`src/rtl/range_window_monitor.sv`:
```
// Tracks a wrapping count against a programmable inclusive window, strobing on crossings and wraps.
// Optional discontinuity checker enabled by defining RANGE_MON_JUMP_CHECK_EN.
module range_window_monitor #(
    parameter int WIDTH  = 6,
    parameter int LAP_W  = 8,
    parameter int DEF_LO = 10,
    parameter int DEF_HI = 50
) (
    input  logic             clk,
    input  logic             rst,
    input  logic [WIDTH-1:0] count_in,
    input  logic             count_valid,
    input  logic             cfg_load,
    input  logic [WIDTH-1:0] win_lo,
    input  logic [WIDTH-1:0] win_hi,
    output logic             in_window,
    output logic             enter_pulse,
    output logic             exit_pulse,
    output logic             wrap_pulse,
    output logic [LAP_W-1:0] lap_count,
    output logic             lap_sat,
    output logic             cfg_err,
    output logic             jump_err
);

    typedef enum logic [1:0] {IDLE, OUTSIDE, INSIDE} state_e;

    localparam logic [WIDTH-1:0] LO_RST  = WIDTH'(DEF_LO);
    localparam logic [WIDTH-1:0] HI_RST  = WIDTH'(DEF_HI);
    localparam logic             ERR_RST = (DEF_LO > DEF_HI);
    localparam logic [LAP_W-1:0] LAP_MAX = {LAP_W{1'b1}};

    state_e           state_q, state_d;
    logic [WIDTH-1:0] lo_q, lo_d, hi_q, hi_d, prev_q, prev_d;
    logic             in_window_q, in_window_d;
    logic             enter_q, enter_d, exit_q, exit_d, wrap_q, wrap_d;
    logic [LAP_W-1:0] lap_q, lap_d;
    logic             lap_sat_q, lap_sat_d, cfg_err_q, cfg_err_d;
    logic             sample_in, is_wrap;

    // The sample is judged against the window active before any same-cycle load.
    assign sample_in = (count_in >= lo_q) && (count_in <= hi_q);
    assign is_wrap   = (state_q != IDLE) && (count_in < prev_q);

    always_comb begin
        state_d     = state_q;
        lo_d        = lo_q;
        hi_d        = hi_q;
        prev_d      = prev_q;
        in_window_d = in_window_q;
        enter_d     = 1'b0;
        exit_d      = 1'b0;
        wrap_d      = 1'b0;
        lap_d       = lap_q;
        lap_sat_d   = lap_sat_q;
        cfg_err_d   = cfg_err_q;

        if (cfg_load) begin
            lo_d      = win_lo;
            hi_d      = win_hi;
            cfg_err_d = (win_lo > win_hi);
        end

        if (count_valid) begin
            state_d     = sample_in ? INSIDE : OUTSIDE;
            in_window_d = sample_in;
            prev_d      = count_in;
            enter_d     = (state_q == OUTSIDE) && sample_in;
            exit_d      = (state_q == INSIDE) && !sample_in;
            if (is_wrap) begin
                wrap_d = 1'b1;
                if (lap_q != LAP_MAX) begin
                    lap_d = lap_q + LAP_W'(1);
                end
                if (lap_q >= LAP_MAX - LAP_W'(1)) begin
                    lap_sat_d = 1'b1;
                end
            end
        end
    end

    always_ff @(posedge clk or negedge rst) begin
        if (!rst) begin
            state_q     <= IDLE;
            lo_q        <= LO_RST;
            hi_q        <= HI_RST;
            prev_q      <= '0;
            in_window_q <= 1'b0;
            enter_q     <= 1'b0;
            exit_q      <= 1'b0;
            wrap_q      <= 1'b0;
            lap_q       <= '0;
            lap_sat_q   <= 1'b0;
            cfg_err_q   <= ERR_RST;
        end else begin
            state_q     <= state_d;
            lo_q        <= lo_d;
            hi_q        <= hi_d;
            prev_q      <= prev_d;
            in_window_q <= in_window_d;
            enter_q     <= enter_d;
            exit_q      <= exit_d;
            wrap_q      <= wrap_d;
            lap_q       <= lap_d;
            lap_sat_q   <= lap_sat_d;
            cfg_err_q   <= cfg_err_d;
        end
    end

`ifdef RANGE_MON_JUMP_CHECK_EN
    logic jump_q, jump_d;

    // A legal step is +1 or a wrap downwards; anything else latches the flag.
    always_comb begin
        jump_d = jump_q;
        if (count_valid && (state_q != IDLE) &&
            (count_in != prev_q + WIDTH'(1)) && !(count_in < prev_q)) begin
            jump_d = 1'b1;
        end
    end

    always_ff @(posedge clk or negedge rst) begin
        if (!rst) begin
            jump_q <= 1'b0;
        end else begin
            jump_q <= jump_d;
        end
    end

    assign jump_err = jump_q;
`else
    assign jump_err = 1'b0;
`endif

    assign in_window   = in_window_q;
    assign enter_pulse = enter_q;
    assign exit_pulse  = exit_q;
    assign wrap_pulse  = wrap_q;
    assign lap_count   = lap_q;
    assign lap_sat     = lap_sat_q;
    assign cfg_err     = cfg_err_q;

endmodule

```
`config.mk`:
```
export PLATFORM = sky130hd
export DESIGN_NAME = range_window_monitor
export DESIGN_NICKNAME = d
export VERILOG_FILES = /design/src/rtl/range_window_monitor.sv
export SDC_FILE = /design/constraint.sdc
export NUM_CORES = 1
export LEC_CHECK = 0
export CAP_MARGIN = 20
export CORE_MARGIN = 8
export CORE_UTILIZATION = 50
export CTS_BUF_LIST = sky130_fd_sc_hd__clkbuf_8
export DETAILED_ROUTE_END_ITERATION = 16
export DONT_BUFFER_PORTS = 1
export SYNTH_ARGS = -nofsm -noshare
export SYNTH_HDL_FRONTEND = slang
export SYNTH_SLANG_ARGS = --single-unit
```
`constraint.sdc`:
```
create_clock -name clk -period 3 [get_ports clk]
set_input_delay 0.6 -clock clk [delete_from_list [all_inputs] [get_ports clk]]
set_output_delay 0.6 -clock clk [all_outputs]
set_load 0.01 [all_outputs]
```
Word level (Yosys, flattened, before mapping)
Index checks and enable logic that the tools add are counted.
{"block": "classes", "n_eq_ne": 3, "magnitude_cmp": 5, "addsub": 1, "n_shift": 0, "n_reduce_logical": 8, "mux": 5, "n_mul": 0, "n_div": 0, "n_bitwise": 0}
{"cell": "8-bit by 1-bit adder with 8-bit output, second input constant", "count": 1}
{"cell": "8-bit >= comparator, second input constant", "count": 1}
{"cell": "8-bit inequality test, second input constant", "count": 1}
{"cell": "6-bit >= comparator", "count": 1}
{"cell": "6-bit greater-than comparator", "count": 1}
{"cell": "6-bit less-or-equal comparator", "count": 1}
{"cell": "6-bit < comparator", "count": 1}
{"cell": "3-bit AND reduction", "count": 2}
{"cell": "1-bit logical AND", "count": 4}
{"cell": "1-bit two-way mux", "count": 4}
{"cell": "2-bit by 1-bit == test with 1-bit output, second input constant", "count": 1}
{"cell": "2-bit == test, second input constant", "count": 1}
{"cell": "2-bit two-way mux", "count": 1}
{"cell": "2-bit nonzero test", "count": 1}
{"cell": "1-bit logical NOT", "count": 1}
{"block": "totals", "rom_bits": 0, "wordCells": 33, "input_bits": 22, "ff_bits": 34, "mem_bits_rw": 0, "mem_count": 0, "latch_bits": 0}

Longest topological paths before layout
{"block": "logic_depth", "word_depth": 5, "ltp_mapped": 8}

Least setup slack after synthesis
No wires, ideal clock.
{"block": "synth_timing", "kind": "input port to flip-flop", "from": "input port count_in[5]", "to": "register lap_q[3], in the netlist lap_count[3]", "slack_ns": 0.898, "stages": 6, "arrival_ns": 1.977, "setup_time_ns": 0.125, "path_cell_list": "ha_1 a2111oi_4 o211a_1 buf_6 nand4_4 mux2_4"}
{"block": "synth_via", "elab_chain_cells": 3}
{"element": "from (decl)", "line": "11", "source": "input logic [WIDTH-1:0] count_in,"}
{"element": "6-bit < comparator", "line": "43", "source": "assign is_wrap = (state_q != IDLE) && (count_in < prev_q);"}
{"element": "1-bit logical AND", "line": "43"}
{"element": "3-bit AND reduction (no line)"}
{"element": "to (signal assigned)", "line": "104", "source": "lap_q <= lap_d;"}
{"element": "to (decl)", "line": "37", "source": "logic [LAP_W-1:0] lap_q, lap_d;"}
No other way between the ends.
A chain may end at the register's enable or synchronous reset.

Final worst setup path
{"block": "layout_timing", "from": "register prev_q[5]", "to": "register lap_q[3], in the netlist lap_count[3]"}
{"block": "layout_via", "elab_chain_cells": 3}
{"element": "from (decl)", "line": "34", "source": "logic [WIDTH-1:0] lo_q, lo_d, hi_q, hi_d, prev_q, prev_d;"}
{"element": "from (signal assigned)", "line": "99", "source": "prev_q <= prev_d;"}
{"element": "6-bit < comparator", "line": "43"}
{"element": "1-bit logical AND", "line": "43"}
{"element": "3-bit AND reduction (no line)"}
No other way between the ends.

==> flow_summary.toml <==
[placed_design]
hpwl_um = 2830
placed_cell_area_um2 = 1940
portBuffers = 0
routabilityCongestion = 0.753

[logic_synthesis]
syn-num-nets = 240
synth-seq-cells = 33
synth_edf_count = 0
syn-cell-area_um2 = 1920
yosys.area_share.adder_pct = 16.3
synth_top_area_cell = "dfrtp_1"
avgSynthCellArea_um2 = 9.94
synth_top_family_by_area = "adder cells"
synth_mux_area_share_pct = 3.65
yosys-top-cells-count = "dfrtp_1, inv_1, ha_1"
post_synth_and_or_nand_nor_area_fraction_pct = 13.6
seq_area_frac_synth_pct = 43.4
synthXorXnorAreaFrac_pct = 2.28
synth_cell_types = 37
synthCells = 193
synth.top_cell.area_share_pct = 36.5
synthFlopType = "dfrtp_1"
synth.area.top_cells = "dfrtp_1, ha_1, dfstp_2, inv_1, o21ai_0"
ys_warn_count = 0
synth_compound_area_share_pct = 13.2
async_flop_share_pct = 100

[pwr]
seq_power_share_pct = 53.0
internal_power_uw = 804
p_comb_share_pct = 21.4
p_clk_share_pct = 25.6
leakagePower_nw = 1.01
peakVddDrop_uv = 278
power.share.switching_pct = 33.2
p_per_area_nw_per_um2 = 589
p_sw_uw = 399

[setup_path]
crit_path_end_kind = "register"
worstSetupStartpointType = "register"
setup.worst_path.class = "register to register"
arrival_ns = 2.18
cp_max_fo = 10
cp.required_ns = 3.17

[grt]
grtUsageTotal_pct = 12.7
overflow = 0
grt_pass1_wl_um = 6170
grt_max_degree = 24
grt_pass1_vias = 1325
antenna_found_initial = 0

[clock_network]
cts_buffers = 5
clkSinkCount = 33
htreeDepth = 2
clock_path_buffers = 2
clk_pin_slew_worst_paths_ns = 0.07
clk_latency_ns = 0.28
cts_tree = "built"
cts_resized = 0
root_buffer = "clkbuf_8"
postCtsHoldBufs = 1
cts_post_setup_buffers_inserted = 0

[sta]
setup_viol = 0
period_needed_ns = 2.01
period_share_pct = 66.9
fin_tns_setup_ns = 0
slew_headroom_pct = 52.7
final_hold_viol_count = 0
max_freq_mhz = 498
worst_pin_slew_ns = 0.707
drv_slew = 0
finalClockSkew_ns = 0.00501
rsz0062_at_grt = "no"

[die]
pin_count = 37
die_w_um = 78.0
fp.coreArea_um2 = 3690
start_util_pct = 52.0
rows = 22
fp.dieH_um = 78.0
dieArea_um2 = 6080

[drt]
drt_iter0_drc = 57
vias_per_cell = 5.53
drt-total-wl_um = 3650
ant_nets = 0
wire_per_inst_um = 14.9
firstDrtPassIters = 4
vias = 1355
route.detailed.drc = 0

[status]
status = "finished, final reports clean"

[finish]
fillCellCount = 342
syn2layout_area_growth_pct = 6.52
fin_area_um2 = 2040
fin_nets = 243
drive_gt1_share_pct = 11.2
antenna_cells = 0

[worst_hold_path]
min_path_type = "primary input to async pin"

[run]
cap_violations = 0
-- power groups by stage --
stage / clock [mW] / sequential [mW] / combinational [mW]
2_1_floorplan: 0 / 0.625 / 0.216
3_3_place_gp: 0 / 0.646 / 0.236
3_5_place_dp: 0 / 0.650 / 0.249
4_1_cts: 0.320 / 0.642 / 0.256
5_1_grt: 0.341 / 0.653 / 0.300
6_report: 0.308 / 0.638 / 0.257
-- per-layer routing --
metal / track usage, % / part of all wire (%) / vias up
met5: 0 / 0 / -
met4: 6.67 / 2.5 / 0
met3: 6.22 / 12 / 10
met2: 18.8 / 42 / 56
met1: 14.7 / 43 / 626
li1: - / - / 663
-- worst max-delay path, stage by stage, from the launching register on --
cell and delay, ns:
dfrtp_1 0.33, inv_1 0.05, ha_1 0.33, a2111oi_4 0.35
o211a_1 0.40, nand4_4 0.13, mux2_4 0.31
-- worst paths after layout --
kind                                        start                       end  slack, ns  cells past startpoint
setup / recovery            prev_q[5]$_DFFE_PN0P_  lap_count[3]$_DFFE_PN0P_       0.99                      6
hold / removal                                rst       hi_q[5]$_DFFE_PN1P_       0.15                      0
setup reg to reg            prev_q[5]$_DFFE_PN0P_  lap_count[3]$_DFFE_PN0P_       0.99                      6
hold reg to reg            state_q[0]$_DFFE_PN0P_      exit_pulse$_DFF_PN0_       0.50                      1
max in group asynchronous                     rst  lap_count[0]$_DFFE_PN0P_       1.74                      1
min in group clk                         cfg_load       lo_q[1]$_DFFE_PN1P_       0.38                      1
-- flip-flops by register name (all words and copies together), names as in the netlist --
| register | count |
|---|---|
| cfg_err | 1 |
| enter_pulse | 1 |
| exit_pulse | 1 |
| hi_q | 6 |
| lap_count | 8 |
| lap_sat | 1 |
| lo_q | 6 |
| prev_q | 6 |
| state_q | 2 |
| wrap_pulse | 1 |
-- through the flow --
| stage | hold slack (ns) | utilization (%) | power, mW | cells | worst slack [ns] |
|---|---|---|---|---|---|
| 5_1_grt | 0.136 | 55.4 | 1.29 | 245 | 0.893 |
| 3_5_place_dp | 0.306 | 52.6 | 0.899 | 235 | 0.749 |
| 4_1_cts | 0.00245 | 55.2 | 1.22 | 244 | 0.990 |
| 3_3_place_gp | 0.305 | 52.6 | 0.882 | 235 | 0.757 |
| 2_1_floorplan | 0.304 | - | 0.841 | 193 | 0.898 |
| 6_report | 0.155 | 55.4 | 1.20 | 245 | 0.993 |
-- cell usage in the layout (no fill, tap or decap), types with 2 or more instances in the layout --
cell,netlist,final
nor3_1,2,2
ha_1,25,25
and3_1,2,2
dfstp_2,5,5
mux2_2,4,4
xnor2_1,5,5
dfrtp_1,28,28
inv_1,28,29
clkbuf_8,0,5
nand4_1,7,7
clkinv_2,0,2
o21ai_0,21,21
a21o_1,2,2
nand2_1,23,23
dlygate4sd3_1,0,2
nand3_1,3,3
nand2b_1,4,4
a21oi_1,9,9
-- cells by family after synthesis --
logic type,count (synthesis)
simple gates,49
compound gates,40
buf+inv,34
flops,33
fa+ha+maj,25
mux,6
xor+xnor,5
other cells,1
-- area by class of cell --
cell class	count	area [µm²]	area share (%)
flip-flops and latches	33	832	40.7
multi-input cells	126	945	46.2
clock inverters	3	13.8	0.673
repair buffers	2	20.0	0.979
inverters	28	105	5.14
clock buffers	5	68.8	3.37
well taps	48	60.1	2.94
(Power assumes the default switching activity.)
